===== src/rtl/mylpm_addsub_pipe.sv =====
// mylpm_addsub_pipe: pipelined signed add/subtract with saturation, channel tag and sticky overflow
module mylpm_addsub_pipe #(
  parameter int WIDTH   = 16,
  parameter int LATENCY = 2,
  parameter int CHAN_W  = 2
) (
  input  logic              clock,
  input  logic              reset_n,
  input  logic              enable,
  input  logic              strobe_in,
  input  logic              add_sub,
  input  logic              saturate,
  input  logic [WIDTH-1:0]  dataa,
  input  logic [WIDTH-1:0]  datab,
  input  logic [CHAN_W-1:0] chan_in,
  input  logic              clear_ovf,
  output logic [WIDTH-1:0]  result,
  output logic [CHAN_W-1:0] chan_out,
  output logic              strobe_out,
  output logic              overflow,
  output logic              ovf_sticky
);
  logic [WIDTH:0]     sum;
  logic               ovf;
  logic [WIDTH-1:0]   res;
  logic [LATENCY-1:0] v_q;
  logic [WIDTH-1:0]   d_q [LATENCY];
  logic [CHAN_W-1:0]  c_q [LATENCY];
  logic [LATENCY-1:0] o_q;
  // One-bit-wider arithmetic exposes overflow; clamp value follows the true sign in the extra bit
  always_comb begin
    sum = add_sub ? {dataa[WIDTH-1], dataa} + {datab[WIDTH-1], datab}
                  : {dataa[WIDTH-1], dataa} - {datab[WIDTH-1], datab};
    ovf = sum[WIDTH] ^ sum[WIDTH-1];
    res = (saturate && ovf) ? {sum[WIDTH], {(WIDTH-1){~sum[WIDTH]}}} : sum[WIDTH-1:0];
  end
  // Valid bits always shift; payload moves only with a valid sample so the last stage holds its result
  always_ff @(posedge clock or negedge reset_n) begin
    if (!reset_n) begin
      v_q        <= '0;
      o_q        <= '0;
      ovf_sticky <= 1'b0;
      for (int i = 0; i < LATENCY; i++) begin
        d_q[i] <= '0;
        c_q[i] <= '0;
      end
    end else if (enable) begin
      v_q[0] <= strobe_in;
      if (strobe_in) begin
        d_q[0] <= res;
        c_q[0] <= chan_in;
        o_q[0] <= ovf;
      end
      for (int i = 1; i < LATENCY; i++) begin
        v_q[i] <= v_q[i-1];
        if (v_q[i-1]) begin
          d_q[i] <= d_q[i-1];
          c_q[i] <= c_q[i-1];
          o_q[i] <= o_q[i-1];
        end
      end
      ovf_sticky <= (strobe_out && overflow) ? 1'b1 : clear_ovf ? 1'b0 : ovf_sticky;
    end
  end
  assign result     = d_q[LATENCY-1];
  assign chan_out   = c_q[LATENCY-1];
  assign overflow   = o_q[LATENCY-1];
  assign strobe_out = v_q[LATENCY-1];
endmodule


===== config.mk =====
export PLATFORM = sky130hd
export DESIGN_NAME = mylpm_addsub_pipe
export DESIGN_NICKNAME = d
export VERILOG_FILES = /design/src/rtl/mylpm_addsub_pipe.sv
export SDC_FILE = /design/constraint.sdc
export NUM_CORES = 1
export LEC_CHECK = 0
export ABC_AREA = 1
export BUFFER_PORTS_ARGS = -buffer_cell sky130_fd_sc_hd__buf_2
export CAP_MARGIN = 0
export CORE_ASPECT_RATIO = 1.75
export CORE_MARGIN = 1.5
export CORE_UTILIZATION = 40
export CTS_BUF_LIST = sky130_fd_sc_hd__clkbuf_4 sky130_fd_sc_hd__clkbuf_8 sky130_fd_sc_hd__clkbuf_16
export DETAILED_ROUTE_END_ITERATION = 16
export PLACE_DENSITY = 0.57
export SKIP_LAST_GASP = 1
export SYNTH_ARGS = -nofsm -noshare
export SYNTH_HDL_FRONTEND = slang
export SYNTH_SLANG_ARGS = --single-unit

===== constraint.sdc =====
create_clock -name clock -period 3.3 [get_ports clock]
set_input_delay 0.33 -clock clock [delete_from_list [all_inputs] [get_ports clock]]
set_output_delay 0.33 -clock clock [all_outputs]
set_load 0.02 [all_outputs]

=== After elaboration in Yosys (flattened, before gate mapping) ===
Index checks and enable logic that the tools add are counted.
Widths: inputs -> output; s select.

* Word-level logic and storage cells: 22
* Register bits after elaboration: 41

* Bitwise gates (word level): 2
* Reductions and logical operators: 6
* Add/sub/neg operators: 2
* Mux-type cells: 4

{| class="wikitable"
|+ Operator list
! kind !! number
|-
| $add 16x16->17 || 1
|-
| $mux 17 || 1
|-
| $sub 16x16->17 || 1
|-
| $mux 16 || 1
|-
| $reduce_and 2->1 || 3
|-
| $logic_and 1x1->1 || 2
|-
| $mux 1 || 2
|-
| $reduce_bool 2->1 || 1
|-
| $not 1->1 || 1
|-
| $xor 1x1->1 || 1
|}

=== Logic depth before layout (Yosys ltp) ===
Gate-level depths: netlist of run 1.

* Word-level depth: 5
* Mapped depth: 22
* Gate-level depth less buffers: 21

=== Worst setup path before layout of run 1 ===
OpenSTA, ideal clock, no wires.

* Path kind: in2reg
* Start: input port datab[0]
* End: register d_q[22] (netlist bit)
* Data required time: 3.227 ns
* Path slack: 0.531 ns
* Data arrival time: 2.696 ns
* Stages on the path: 20
* Library setup time: 0.073 ns
* Cell sequence: inv_1 > ha_1 > nand2_2 > nor3_1 > nand3_1 > o21ai_0 > xnor2_1 > ha_1 > nand2_1 > inv_2 > nand2_1 > nand2_1 > a21oi_2 > nand3_2 > nand2_4 > nand3_2 > nand3_4 > buf_6 > nand2_1 > a21oi_2

* Word-level cells in the longest chain between the ends: 5
* Elaborated cells between the ends (all ways): 7
* Classes of those cells: add/sub (2); mux (2); bitwise (2); reduce/logical (1)

{| class="wikitable"
|+ RTL lines
! item !! line !! source
|-
| from (decl) || 14 || <nowiki>input logic [WIDTH-1:0] datab,</nowiki>
|-
| $sub 16x16->17 / $add 16x16->17 (equally long branches) || 33, 32 ||
|-
| $mux 17 (*) || 32 || <nowiki>sum = add_sub ? {dataa[WIDTH-1], dataa} + {datab[WIDTH-1], datab}</nowiki>
|-
| $xor 1x1->1 || 34 || <nowiki>ovf = sum[WIDTH] ^ sum[WIDTH-1];</nowiki>
|-
| $logic_and 1x1->1 || 35 || <nowiki>res = (saturate && ovf) ? {sum[WIDTH], {(WIDTH-1){~sum[WIDTH]}}} : sum[WIDTH-1:0];</nowiki>
|-
| $mux 16 (*) || 35 ||
|-
| to (signal, indexed assignment) || 57 || <nowiki>d_q[i] <= d_q[i-1];</nowiki>
|-
| to (decl) || 27 || <nowiki>logic [WIDTH-1:0] d_q [LATENCY];</nowiki>
|}

Mark *: on every way between the ends. The rest lies on a longest branch, timed or not.
A chain may end at the register's enable or synchronous reset.

=== Worst setup path in the final report of run 1 ===
* Start: input port datab[0]
* End: register d_q[18] (netlist bit)

Same word-level chain as after synthesis.

==> results.toml, run 1 <==
[clock_network]
post_cts_buffers = 0
cts_resized = 0
hold_buffers = 0
cts_buffer_depth = 2
clock_latency_ns = 0.28
h-tree-depth = 2
clkSinkCount = 41
clk_pin_slew_ns = 0.06
root_buffer = "clkbuf_16"
cts_buffers = 5
cts_tree = "built"

[sta]
setup_viol = 0
worstMarginPinSlew_ns = 0.8662
period_needed_ns = 2.974
slew_headroom_pct = 42.25
rsz0062_at_grt = "no"
fin_crit_sh_pct = 90.12
tns_ns = 0
fmax_mhz = 336.3
fin_skew_ns = 0.004093
drv_slew = 0
hold_viol = 0

[logic_synthesis]
synthesis.nets = 443
yosysWarningCount = 0
yosysTopAreaCell = "dfrtp_1"
ys_seq_area_share_pct = 32.71
ys_ff_latch = 41
async_reset_ff_share_pct = 100.0
ys_types = 38
avgSynthCellArea_sq_um = 8.169
synth_top_area_share_pct = 32.71
ys.flop_type = "dfrtp_1"
ys_top_cells_by_count = "nand2_1, dfrtp_1, inv_1"
synth.most_common_cell = "nand2_1"
synth-edff-count = 0
netlist_area_sq_um = 3137
netlist_instances = 384
synth_area_leaders = "dfrtp_1, nand2_1, ha_1, xor2_1, mux2_2"

[drt]
ant_nets = 0
dr.pass1.iters = 4
routedWlPerCell_microns = 11.51
drcViolationCount = 0
drt_iter0_drc = 110
vias_per_cell = 4.762
drt_wl_total_microns = 5984
via_count = 2476

[global_routing]
grt_use_total_pct = 15.11
grt_pass1_wl_microns = 10330
grt_pass1_vias = 2463
grt-ovfl-total = 0
grt_max_degree = 42
antenna_found_initial = 0

[setup_path]
crit_type = "input pin to flop"
startpoint = "datab[0]"
r2r_end = "result[13]$_DFFE_PN0P_"
crit_end = "d_q[18]$_DFFE_PN0P_"
rr_startpoint = "v_q[0]$_DFFE_PN0P_"
cp.arrival_ns = 3.13
worst_setup_path_start_kind = "input pin"
reg2reg_depth = 2
rrSetupSlack_ns = 1.78
worstPathRequired_ns = 3.46
cp_max_fo = 8
cp-end-kind = "flop"

[finish]
layout-drive-gt1-share_pct = 31.02
regArea_sq_um = 1026
nets = 490
multi_input_area_sq_um = 1754
area_growth_pct = 12.80
fillers = 805
antenna_cells = 0

[hold_path]
min_path_type = "input pin to asynchronous set/reset pin"

[floorplan]
fp.dieArea_sq_um = 8403
rows = 42
start_util_pct = 41.45
io-pin-count = 62
die_h_microns = 120.1
coreArea_sq_um = 7567
die_w_microns = 69.94

[power]
ir_drop_mv = 0.1873
p_leak_uw = 0.001835
finalPower_uw = 2154
power_density_nw_per_um2 = 608.9

[placed_design]
gp_congestion = 0.7390
port_buffers = 61
dp_hpwl_microns = 4912

[flow_run]
drv_cap = 0

[run_status]
status = "completed"
==> routing by layer <==
metal | vias to the layer above | part of all wire (%) | global-route usage (%)
li1 | 1309 | - | -
met4 | 0 | 2.9 | 8.413
met2 | 49 | 54 | 28.93
met5 | - | 0 | 0
met1 | 1106 | 39 | 15.63
met3 | 12 | 3.5 | 1.427
==> cell usage in the layout, fill, tap and decap left out <==
master,Yosys,routed
nor3_2,1,1
nor2_1,35,35
nand2_2,14,14
a41oi_1,1,1
nor3_1,1,1
nand4_1,2,2
and3_1,1,1
nor4_1,1,1
nand2_4,2,2
o22ai_1,1,1
xnor2_1,7,7
ha_1,17,17
a31oi_1,2,2
mux2_2,15,15
inv_2,4,4
clkbuf_16,0,5
o21ai_2,1,1
nand3_1,8,8
a21oi_1,17,17
a32o_1,1,1
nand3_2,5,5
buf_4,18,3
o21bai_1,3,3
or2_2,1,1
nor2_2,2,2
inv_1,38,38
dfrtp_1,41,41
nand2_1,87,87
clkbuf_8,1,2
o21ai_4,2,3
o21ai_0,13,13
nand3_4,1,1
a21oi_2,12,12
fa_1,1,1
clkinv_2,1,2
xor2_1,21,21
buf_2,0,61
==> sequential cells by signal, summed over array words and instances (netlist names) <==
signal and count:
chan_out 2, c_q 2, d_q 16, result 16
o_q 2, ovf_sticky 1, v_q 2
==> through the flow <==
stage / utilization (%) / std cells / setup WS, ns / hold slack, ns / cell area [sq um]
after CTS: 46.54 / 519 / 0.2111 / 0.1929 / 3522
after floorplan: - / 384 / 0.5311 / 0.03441 / 3137
after detailed placement: 44.46 / 511 / -0.08531 / 0.4674 / 3364
final: 46.76 / 520 / 0.3261 / 0.1620 / 3538
after global routing: 46.76 / 520 / 0.005165 / 0.2361 / 3538
after global placement: 44.46 / 511 / -0.02726 / 0.4629 / 3364
==> kinds of logic after synthesis <==
kind of cell	after synthesis	synth area share, %
AOI/OAI and AO/OA	53	11.37
xor gates and xnor gates	28	7.818
adders and majority gates	18	7.419
buffers and inverters	68	11.89
DFF	41	32.71
muxes	15	5.385
and+or+nand+nor	161	23.41
==> power by group <==
group	leakage [uW]	switching (uW)	internal, uW
sequential	0.000485	86.8	684
combinational	0.00127	523	356
clock	0.0000799	185	320
total	0.00183	795	1360
==> cell type report <==
type | count | share of cell area (%)
Multi-Input combinational cell | 276 | 49.58
Clock buffer | 7 | 4.314
Tap cell | 88 | 3.112
Clock inverter | 1 | 0.1414
Inverter | 43 | 4.597
Sequential cell | 41 | 29.00
Timing Repair Buffer | 64 | 9.264
==> how the worst min path moves through the flow <==
stage | depth (start not counted) | to | startpoint | slack [ns]
after floorplan | 0 | c_q[2]$_DFFE_PN0P_ | reset_n | 0.03
after global placement | 2 | chan_out[0]$_DFFE_PN0P_ | chan_out[0]$_DFFE_PN0P_ | 0.46
after detailed placement | 2 | chan_out[0]$_DFFE_PN0P_ | chan_out[0]$_DFFE_PN0P_ | 0.47
after CTS | 1 | result[2]$_DFFE_PN0P_ | reset_n | 0.19
after global routing | 1 | result[4]$_DFFE_PN0P_ | reset_n | 0.24
final | 1 | result[2]$_DFFE_PN0P_ | reset_n | 0.16
==> critical path: stages <==
cell	delay (ns)
buf_2	0.11
inv_1	0.08
ha_1	0.19
nand2_2	0.10
nor3_1	0.15
buf_4	0.15
nand3_1	0.09
o21ai_0	0.22
xnor2_1	0.16
ha_1	0.28
buf_4	0.15
nand2_1	0.08
inv_1	0.04
a21oi_1	0.14
nand2_1	0.08
a21oi_1	0.20
nand2_2	0.10
nand3_2	0.07
nand2_2	0.10
o21ai_4	0.19
a21oi_1	0.11
(Power assumes the default switching activity.)
==> run 2: changes to the inputs <==
--- a/config.mk
+++ b/config.mk
@@ -10,10 +10,10 @@
 export CAP_MARGIN = 0
 export CORE_ASPECT_RATIO = 1.75
 export CORE_MARGIN = 1.5
-export CORE_UTILIZATION = 40
+export CORE_UTILIZATION = 45
 export CTS_BUF_LIST = sky130_fd_sc_hd__clkbuf_4 sky130_fd_sc_hd__clkbuf_8 sky130_fd_sc_hd__clkbuf_16
 export DETAILED_ROUTE_END_ITERATION = 16
-export PLACE_DENSITY = 0.57
+export PLACE_DENSITY = 0.63
 export SKIP_LAST_GASP = 1
 export SYNTH_ARGS = -nofsm -noshare
 export SYNTH_HDL_FRONTEND = slang
==> results.toml, run 2 (synthesis gave the netlist of run 1 again) <==
[sta]
fin_crit_sh_pct = 89.13
worstMarginPinSlew_ns = 0.8538
setup_viol = 0
slew_headroom_pct = 43.08
hold_viol = 0
tns_ns = 0
period_needed_ns = 2.941
drv_slew = 0
fin_skew_ns = 0.003534
fmax_mhz = 340.0
rsz0062_at_grt = "no"

[global_routing]
antenna_found_initial = 0
grt_max_degree = 42
grt_pass1_vias = 2292
grt-ovfl-total = 0
grt_pass1_wl_microns = 9873
grt_use_total_pct = 17.01

[setup_path]
cp_max_fo = 14
r2r_end = "result[3]$_DFFE_PN0P_"
critPathMaxStageDelay_ns = 0.34
rrSetupSlack_ns = 1.78
cp-end-kind = "flop"
path_buf_inv = 5
worst_setup_path_start_kind = "input pin"
crit_family = "simple AND/OR/NAND/NOR gates"
rr_startpoint = "v_q[0]$_DFFE_PN0P_"
cp.arrival_ns = 3.11
reg2reg_depth = 2
cp_cell_sequence = "buf_2, inv_1, ha_1, nand2_2, nor3_1, buf_4, or2_2, xor2_1, ha_1, nand2_1, inv_1, a21oi_1, nand2_1, a21oi_1, nand2_2, nand3_2, nand2_2, o21ai_4, buf_12, a21oi_1"
crit_type = "input pin to flop"
worstPathRequired_ns = 3.46
crit_slowest_cell = "ha_1"

[finish]
layout_common_cells = "nand2_1, buf_2, dfrtp_1"
layout-drive-gt1-share_pct = 30.86
area_growth_pct = 13.12
mostFrequentLayoutCell = "nand2_1"
antenna_cells = 0
nets = 489
utilization_pct = 52.13
fillers = 703

[clock_network]
clk_pin_slew_ns = 0.05
cts_buffers = 5
cts_tree = "built"
clock_latency_ns = 0.28
root_buffer = "clkbuf_16"
h-tree-depth = 2
clkSinkCount = 41
cts_buffer_depth = 2

[placed_design]
dp_hpwl_microns = 4743
gp_congestion = 0.8054
port_buffers = 61

[power]
power_density_nw_per_um2 = 622.1
finalPower_uw = 2207
ir_drop_mv = 0.2105
p_leak_uw = 0.001842

[floorplan]
start_util_pct = 46.08
fp.dieArea_sq_um = 7500
die_h_microns = 113.4
coreArea_sq_um = 6807
io-pin-count = 62
rows = 40
die_w_microns = 66.11

[drt]
drt_wl_total_microns = 5659
dr.pass1.iters = 4
drcViolationCount = 0
via_count = 2416
routedWlPerCell_microns = 10.99
ant_nets = 0
drt_iter0_drc = 68
vias_per_cell = 4.691

[run_status]
status = "completed"

[hold_path]
min_path_type = "input pin to asynchronous set/reset pin"

[flow_run]
drv_cap = 0
## run 2: worst register-to-register path: stages (launching register included)
cell and delay (ns):
dfrtp_1 0.37, nand2_1 0.62, mux2_2 0.42
## run 2: metal layers
metal	vias to the layer above	global-route usage [%]	part of all wire (%)
li1	1309	-	-
met1	1056	17.71	38
met2	42	32.00	56
met3	9	2.367	2.8
met4	0	8.299	2.8
met5	-	0	0
## run 2: final cells by class
type,instances,area [sq um],area share (%)
multi-input cells,275,1738,48.98
flip-flops and latches,41,1026,28.91
repair buffers,64,340.3,9.591
inverters,43,162.7,4.584
clock buffers,7,146.4,4.126
well taps,84,105.1,2.962
clock inverters,1,30.03,0.8463
## run 2: power by group
part,switching [uW],internal [uW]
combinational,519,358
clock,179,385
sequential,83.1,684
## run 2: worst max path at each step
stage / from / endpoint / slack, ns / cells after the start
2_1_floorplan: datab[0] / d_q[22]$_DFFE_PN0P_ / 0.53 / 20
3_3_place_gp: datab[0] / d_q[20]$_DFFE_PN0P_ / 0.01 / 20
3_5_place_dp: datab[0] / d_q[17]$_DFFE_PN0P_ / -0.09 / 20
4_1_cts: datab[0] / d_q[17]$_DFFE_PN0P_ / 0.21 / 20
5_1_grt: datab[0] / d_q[18]$_DFFE_PN0P_ / 0.09 / 20
6_report: datab[0] / d_q[17]$_DFFE_PN0P_ / 0.36 / 20
## run 2: what timing repair did
action                     CTS  global route
buffers inserted             0             1
hold buffers                 0             0
gates resized for setup      0             0
setup endpoints to repair    0             6
## run 2: per-stage QoR
step / cells / worst slack (ns) / area [sq um] / hold WS [ns]
global route: 515 / 0.09487 / 3548 / 0.2390
floorplan: 384 / 0.5311 / 3137 / 0.03441
CTS: 514 / 0.2134 / 3528 / 0.1892
finish: 515 / 0.3589 / 3548 / 0.1577
global placement: 506 / 0.01250 / 3352 / 0.4632
detailed placement: 506 / -0.08961 / 3352 / 0.4677
==> run 3: changes to the inputs <==
--- a/config.mk
+++ b/config.mk
@@ -10,10 +10,10 @@
 export CAP_MARGIN = 0
 export CORE_ASPECT_RATIO = 1.75
 export CORE_MARGIN = 1.5
-export CORE_UTILIZATION = 45
+export CORE_UTILIZATION = 60
 export CTS_BUF_LIST = sky130_fd_sc_hd__clkbuf_4 sky130_fd_sc_hd__clkbuf_8 sky130_fd_sc_hd__clkbuf_16
 export DETAILED_ROUTE_END_ITERATION = 16
-export PLACE_DENSITY = 0.63
+export PLACE_DENSITY = 0.82
 export SKIP_LAST_GASP = 1
 export SYNTH_ARGS = -nofsm -noshare
 export SYNTH_HDL_FRONTEND = slang
==> results.toml, run 3 (synthesis gave the netlist of run 1 again) <==
[run_status]
status = "finished, violations left"
violations = "design-rule violations"

[placed_design]
port_buffers = 61
gp_congestion = 0.8660
placed_cell_area_sq_um = 3319
dp_hpwl_microns = 4564
placed_cells = 475

[finish]
regArea_sq_um = 1026
multi_input_area_sq_um = 1743
final_cells = 483
antenna_cells = 0
fin_area_sq_um = 3426
layout_common_cells = "nand2_1, buf_2, dfrtp_1"
mostFrequentLayoutCell = "nand2_1"
fillers = 418
area_growth_pct = 9.214
nets = 487
layout-drive-gt1-share_pct = 30.77

[power]
ir_drop_mv = 0.1982
finalPower_uw = 1988
power_density_nw_per_um2 = 580.3
p_leak_uw = 0.001800

[sta]
drv_slew = 0
fmax_mhz = 326.6
tns_ns = 0
setup_viol = 0
fin_skew_ns = 0.003961
period_needed_ns = 3.062
fin_crit_sh_pct = 92.77
rsz0062_at_grt = "no"
worstMarginPinSlew_ns = 0.8438
slew_headroom_pct = 43.75
hold_viol = 0

[global_routing]
grt-ovfl-total = 0
grt_max_degree = 42
grt_pass1_vias = 2483
grt_pass1_wl_microns = 9646
grt_use_total_pct = 20.75
antenna_found_initial = 0

[setup_path]
cp_max_fo = 15
worst_setup_path_start_kind = "input pin"
cp-end-kind = "flop"
rr_startpoint = "v_q[0]$_DFFE_PN0P_"
cp.arrival_ns = 3.23
crit_type = "input pin to flop"
r2r_end = "result[11]$_DFFE_PN0P_"
reg2reg_depth = 2
rrSetupSlack_ns = 1.80
worstPathRequired_ns = 3.47

[floorplan]
fp.dieArea_sq_um = 5688
die_h_microns = 98.65
rows = 34
coreArea_sq_um = 5020
start_util_pct = 62.49
die_w_microns = 57.66
io-pin-count = 62

[clock_network]
root_buffer = "clkbuf_8"
cts_buffer_depth = 2
clk_pin_slew_ns = 0.07
clock_latency_ns = 0.28
post_cts_buffers = 0
clkSinkCount = 41
cts_buffers = 5
cts_tree = "built"
h-tree-depth = 2

[drt]
ant_nets = 0
via_count = 2502
drt_wl_total_microns = 5344
drcViolationCount = 6
dr.pass1.iters = 10
drt_iter0_drc = 62
routedWlPerCell_microns = 11.06
vias_per_cell = 5.180

[hold_path]
min_path_type = "input pin to asynchronous set/reset pin"

[flow_run]
drv_cap = 0
-- run 3: area by class of cell --
type                       instances  area share [%]
clock buffer                       7           2.812
clock inverter                     1          0.1461
inverter                          43           4.748
multi-input combinational        275           50.88
sequential                        41           29.95
tap                               54           1.972
timing repair buffer              62           9.496
-- run 3: metal layers --
layer  share of wire [%]  track usage, %  vias to the layer above
li1                    -               -                     1303
met1                  39           21.12                     1144
met2                  56           40.38                       47
met3                 2.2           1.444                        8
met4                 2.2           10.02                        0
met5                   0               0                        -
-- run 3: critical path, stage by stage --
cell and delay [ns]:
buf_2 0.12, nor2_1 0.14, nand4_1 0.15, nor4_1 0.34, nand2_1 0.14, nor2_1 0.15, a21oi_1 0.10, xor2_1 0.15
ha_1 0.35, nand2_1 0.12, inv_1 0.04, a21oi_1 0.15, nand2_1 0.09, a21oi_1 0.24, nand2_2 0.11, nand3_2 0.07
nand2_2 0.07, o21ai_4 0.10, buf_12 0.17, a21oi_1 0.08
-- run 3: what timing repair did --
action	in CTS	in global routing
gates resized for setup	0	1
endpoints found under the setup margin	0	12
hold buffers	0	0
-- run 3: worst max path at each step --
| stage | to | slack (ns) | cells past startpoint | startpoint |
|---|---|---|---|---|
| 6_report | d_q[20]$_DFFE_PN0P_ | 0.24 | 20 | datab[2] |
| 5_1_grt | d_q[30]$_DFFE_PN0P_ | 0.02 | 19 | datab[2] |
| 4_1_cts | d_q[20]$_DFFE_PN0P_ | 0.19 | 20 | datab[2] |
| 3_5_place_dp | d_q[20]$_DFFE_PN0P_ | -0.11 | 20 | datab[2] |
| 3_3_place_gp | d_q[17]$_DFFE_PN0P_ | 0.008 | 20 | datab[2] |
| 2_1_floorplan | d_q[22]$_DFFE_PN0P_ | 0.53 | 20 | datab[0] |
-- run 3: stage by stage --
| step | util [%] | setup slack, ns | hold slack [ns] |
|---|---|---|---|
| 6_report | 68.25 | 0.2385 | 0.1458 |
| 5_1_grt | 68.25 | 0.01692 | 0.2165 |
| 4_1_cts | 68.15 | 0.1857 | 0.1699 |
| 3_5_place_dp | 66.13 | -0.1081 | 0.4758 |
| 3_3_place_gp | 66.13 | 0.008228 | 0.4641 |
| 2_1_floorplan | - | 0.5311 | 0.03441 |
-- run 3: power breakdown --
| group | total [uW] | leakage, uW | internal, uW | switching [uW] |
|---|---|---|---|---|
| registers | 765 | 0.000485 | 682 | 82.4 |
| clock network | 347 | 0.0000542 | 189 | 158 |
| logic | 877 | 0.00126 | 356 | 521 |
| total | 1990 | 0.00180 | 1230 | 761 |
